<file path="config.mk">
export PLATFORM = sky130hd
export DESIGN_NAME = br_update_queue
export DESIGN_NICKNAME = d
export VERILOG_FILES = /design/src/rtl/bp_pkg.sv /design/src/rtl/sat_counter16.sv /design/src/rtl/br_update_queue.sv
export SDC_FILE = /design/constraint.sdc
export NUM_CORES = 1
export LEC_CHECK = 0
export ABC_CLOCK_PERIOD_IN_PS = 2700
export CORE_MARGIN = 5
export CORE_UTILIZATION = 40
export CTS_CLUSTER_DIAMETER = 150
export DETAILED_ROUTE_END_ITERATION = 10
export SLEW_MARGIN = 20
export SYNTH_ARGS = -nofsm -noshare
export SYNTH_HDL_FRONTEND = slang
export SYNTH_SLANG_ARGS = --single-unit
</file>
<file path="constraint.sdc">
create_clock -name clk -period 2.7 [get_ports clk]
set_input_delay 0.27 -clock clk [delete_from_list [all_inputs] [get_ports clk]]
set_output_delay 0.27 -clock clk [all_outputs]
set_load 0.02 [all_outputs]
</file>
<file path="src/rtl/bp_pkg.sv">
// Shared branch-predictor types: update record, table index mapping, saturation limit.
package bp_pkg;

    localparam int unsigned BP_PC_W  = 32;
    localparam int unsigned BP_IDX_W = 6;
    localparam logic [15:0] SAT16_MAX = 16'hFFFF;

    typedef struct packed {
        logic [BP_PC_W-1:0] pc;
        logic               taken;
        logic               pred;
    } br_update_t;

    function automatic logic [BP_IDX_W-1:0] pc_to_idx(input logic [BP_PC_W-1:0] pc);
        return pc[BP_IDX_W+1:2];
    endfunction

endpackage

</file>
<file path="src/rtl/sat_counter16.sv">
// 16-bit enable counter that sticks at SAT16_MAX; async active-low reset.
module sat_counter16
    import bp_pkg::*;
(
    input  logic        clk,
    input  logic        reset,
    input  logic        inc,
    output logic [15:0] value
);

    always_ff @(posedge clk or negedge reset) begin
        if (!reset) begin
            value <= '0;
        end else if (inc && (value != SAT16_MAX)) begin
            value <= value + 16'd1;
        end
    end

endmodule

</file>
<file path="src/rtl/br_update_queue.sv">
// FIFO of resolved branches feeding the predictor table's single update port.
// Optional dequeue/mispredict statistics when BUQ_STATS_EN is defined.
module br_update_queue
    import bp_pkg::*;
#(
    parameter int unsigned DEPTH = 8,
    parameter int unsigned PC_W  = BP_PC_W,
    parameter int unsigned IDX_W = BP_IDX_W
) (
    input  logic                     clk,
    input  logic                     reset,
    input  logic                     flush,
    input  logic                     enq_valid,
    output logic                     enq_ready,
    input  logic [PC_W-1:0]          enq_pc,
    input  logic                     enq_taken,
    input  logic                     enq_pred,
    output logic                     upd_en,
    input  logic                     upd_ready,
    output logic [IDX_W-1:0]         upd_idx,
    output logic                     upd_taken,
    output logic                     upd_mispred,
`ifdef BUQ_STATS_EN
    output logic [15:0]              stat_updates,
    output logic [15:0]              stat_mispred,
`endif
    output logic [$clog2(DEPTH):0]   count
);

    localparam int unsigned PTR_W = $clog2(DEPTH);
    localparam int unsigned CNT_W = PTR_W + 1;
    localparam logic [CNT_W-1:0] FULL = CNT_W'(DEPTH);

    br_update_t       mem [DEPTH];
    br_update_t       head;
    logic [PTR_W-1:0] wr_ptr;
    logic [PTR_W-1:0] rd_ptr;
    logic             enq_fire;
    logic             deq_fire;

    assign enq_ready = (count != FULL);
    assign upd_en    = (count != '0);
    assign enq_fire  = enq_valid && enq_ready;
    assign deq_fire  = upd_en && upd_ready;

    always_ff @(posedge clk or negedge reset) begin
        if (!reset) begin
            wr_ptr <= '0;
            rd_ptr <= '0;
            count  <= '0;
        end else if (flush) begin
            wr_ptr <= '0;
            rd_ptr <= '0;
            count  <= '0;
        end else begin
            if (enq_fire) wr_ptr <= wr_ptr + 1'b1;
            if (deq_fire) rd_ptr <= rd_ptr + 1'b1;
            case ({enq_fire, deq_fire})
                2'b10:   count <= count + 1'b1;
                2'b01:   count <= count - 1'b1;
                default: count <= count;
            endcase
        end
    end

    always_ff @(posedge clk) begin
        if (enq_fire && !flush) begin
            mem[wr_ptr] <= '{pc: enq_pc, taken: enq_taken, pred: enq_pred};
        end
    end

    // Storage is not reset, so the head is masked to zero while the queue is empty.
    assign head        = mem[rd_ptr];
    assign upd_idx     = upd_en ? pc_to_idx(head.pc) : '0;
    assign upd_taken   = upd_en && head.taken;
    assign upd_mispred = upd_en && (head.taken != head.pred);

`ifdef BUQ_STATS_EN
    logic stat_deq;
    assign stat_deq = deq_fire && !flush;

    sat_counter16 u_stat_updates (
        .clk   (clk),
        .reset (reset),
        .inc   (stat_deq),
        .value (stat_updates)
    );

    sat_counter16 u_stat_mispred (
        .clk   (clk),
        .reset (reset),
        .inc   (stat_deq && upd_mispred),
        .value (stat_mispred)
    );
`endif

endmodule
</file>
==> impl_metrics.csv, run 1 <==
group,metric,value,unit
run_status,status,"completed",
sta,drv_slew,0,
placement,place_ws,0.277,ns
final_layout,syn_to_final_growth,22.1,%
sta,relSlewSlack,66.1,%
routing,vias,1697,
final_layout,fin_cells,332,
grt,track_usage,13.7,%
power_and_ir_drop,swShare,30.7,%
placement,port_buffers,26,
clock_network,cts_buffers,9,
clock_network,path_clk_slew,0.07,ns
final_layout,final_core_util,49.6,%
grt,grt_pass1_vias,1814,
clock_network,clk_latency,0.34,ns
routing,initialDrtViolationCount,81,
yosys,seq_area_frac_synth,70.3,%
clock_network,h-tree-depth,3,
power_and_ir_drop,cellPowerDensity,866,nW/um2
clock_network,clockRootBuffer,"clkbuf_8",
sta,period_share,96.0,%
sta,rsz0062_at_grt,"false",
die,num_rows,32,
die,coreArea,7610,um2
power_and_ir_drop,power_frac_seq,42.7,%
placement,placed_cells,317,
routing,via_per_inst,5.11,
routing,routed_wl,6080,um
die,dieArea,9580,um2
yosys,ys_types,29,
yosys,synthCells,176,
yosys,synth.most_common_cell,"edfxtp_1",
die,io_pins,53,
critical_path,required,2.43,ns
yosys,synth_ff_type,"edfxtp_1",
critical_path,crit_chain,"mux4_2, mux2i_1, xnor2_1, nor2_1, clkdlybuf4s50_1",
sta,fin_crit,2.59,ns
grt,overflow,0,
yosys,synth_area_leaders,"edfxtp_1 62%, mux4_2 12%, dfrtp_1 8.1%, mux2i_1 3.2%, nor2_1 3.0%",
yosys,synth_common_cells,"64 x edfxtp_1, 25 x nor2_1, 16 x mux4_2",
power_and_ir_drop,combPwrFrac,33.6,%
hold_path,min_path_type,"in2async",
grt,grt_max_degree,12,
die,die_w,97.9,um
critical_path,worstPathArrival,2.32,ns
critical_path,crit_slowest_cell,"clkdlybuf4s50_1",
sta,setup_viol,0,
grt,antenna_found_initial,0,
critical_path,cp_top_family,"multiplexers",
clock_network,clk_path_buf_depth,2,
placement,dpl.hpwl,4180,um
sta,hold_slack,0.265,ns
routing,routedWlPerCell,18.3,um
yosys,postSynth.asyncResetShare,13.5,%
yosys,ys_warn_count,0,
yosys,synth_fp_nets,219,
power_and_ir_drop,p_sw,1000,uW
critical_path,cp_max_fo,5,
routing,drt.antenna.violating_nets,0,
yosys,avgSynthCellArea,17.6,um2
power_and_ir_drop,p_leak,0.00130,uW
critical_path,end_kind,"output pin",
yosys,yosys.area.top_type,"edfxtp_1",
final_layout,num_antenna_cells,0,
sta,fin_ws,0.108,ns
power_and_ir_drop,clkPwrFrac,23.8,%
run,maxCapViolations,0,
critical_path,crit_type,"reg2out",
power_and_ir_drop,vdd_drop_max,0.000398,V
final_layout,fin_nets,270,
yosys,synth_top_area_share,62.2,%
routing,drc,0,
critical_path,critPathBufInv,1,
sta,finClkSkew,0.00727,ns
sta,worst_pin_slew,0.507,ns
die,floorplan.initialDensity,40.6,%
sta,finalHoldViolations,0,
critical_path,critPathLaunchType,"flop",
sta,max_clock_freq,386,MHz
clock_network,cts_tree,"yes",
routing,first_pass_iters,4,
sta,finalSetupTns,0,ns
die,die_y,97.9,um
clock_network,clock_sinks,74,
critical_path,cp_slowest_stage_delay,0.61,ns
power_and_ir_drop,cellInternalPower,2260,uW
grt,grt_pass1_wl,9810,um
yosys,syn_area,3090,um2
final_layout,layout-drive-gt1-share,23.5,%
yosys,synth-edff-count,64,
placement,routabilityCongestion,0.720,
yosys,ys_ff_latch,74,
final_layout,fillers,674,
## timing repair
item                       CTS  global route
cloned                       0             0
hold buffers                 0             0
setup endpoints to repair    1             7
setup buffers                0             1
pin swaps                    0             0
hold endpoints to repair     0             0
gates resized for setup      1             2
## worst reg2reg max path, delay by kind of cell, from the launching register on
| kind | cells | cell delay (ns) |
|---|---|---|
| multiplexers | 1 | 0.34 |
| AND/OR/NAND/NOR | 3 | 0.83 |
| AO/OA/AOI/OAI | 2 | 0.24 |
| buffers and inverters | 1 | 0.08 |
| adder cells (fa/ha/maj) | 1 | 0.35 |
| flip-flops | 1 | 0.49 |
## stage by stage
step	instance area [um2]	power, uW
2_1_floorplan	3090	2090
3_3_place_gp	3590	2510
3_5_place_dp	3590	2520
4_1_cts	3760	3300
5_1_grt	3770	3440
6_report	3770	3270
## cell type report
cell class                 instances  area (um2)  area share, %
multi-input combinational         93         865           22.9
tap                              102         128           3.38
sequential                        74        2170           57.6
timing repair buffer              48         429           11.4
inverter                           1        6.26          0.166
clock buffer                       9         124           3.28
clock inverter                     5        47.5           1.26
## layer usage
metal,up-vias,routed length [um],track usage (%)
met5,-,0,0
met4,0,102,6.71
met3,9,216,2.57
met2,33,3090,22.7
met1,871,2670,17.2
li1,784,-,-
## layout by cell type, fill, tap and decap left out, drive strengths merged, types with 2 or more instances in the layout
cell type,n
edfxtp,64
clkdlybuf4s50,26
nor2,25
buf,22
mux4,16
mux2i,10
dfrtp,10
clkbuf,9
nand2,6
xor2,5
nand3,4
ha,4
clkinv,4
xnor2,3
o21ai,3
nand2b,2
nor3,2
and3b,2
a21oi,2
## registers in the layout (all words and copies together) (netlist names)
signal	cells
mem	64
count	4
rd_ptr	3
wr_ptr	3
## power by group through the flow
stage,combinational [uW],clock [uW],sequential [uW]
global placement,1090,0,1420
global route,1190,848,1410
detailed placement,1100,0,1420
CTS,1100,806,1390
floorplan,684,0,1410
finish,1100,777,1390
## final timing paths
| kind | end | slack, ns | cells after the start | from |
|---|---|---|---|---|
| min in group clk | wr_ptr[0] | 0.61 | 2 | wr_ptr[0] |
| worst min-delay path | count[2] | 0.27 | 1 | reset |
| max in group asynchronous | rd_ptr[1] | 2.06 | 1 | reset |
| worst max register to register | count[3] | 0.26 | 8 | count[1] |
| worst min register to register | wr_ptr[0] | 0.61 | 2 | wr_ptr[0] |
| worst max-delay path | upd_mispred | 0.11 | 5 | rd_ptr[1] |
## cells by family (layout without fill, tap and decap cells)
logic type	Yosys count	count (layout)	synth area share, %
mux	27	27	15.3
fa+ha+maj	4	4	1.62
xor+xnor	8	8	2.27
flops	74	74	70.3
simple gates	46	46	7.33
compound gates	8	8	1.50
buf+inv	9	63	1.74
Power figures use the tool's default switching activity.
==> run 2, diff against run 1 <==
CAP_MARGIN = 20   (was not set)
==> results of run 2 <==
No change in the layout: final DEF, timing and power equal those of run 1.
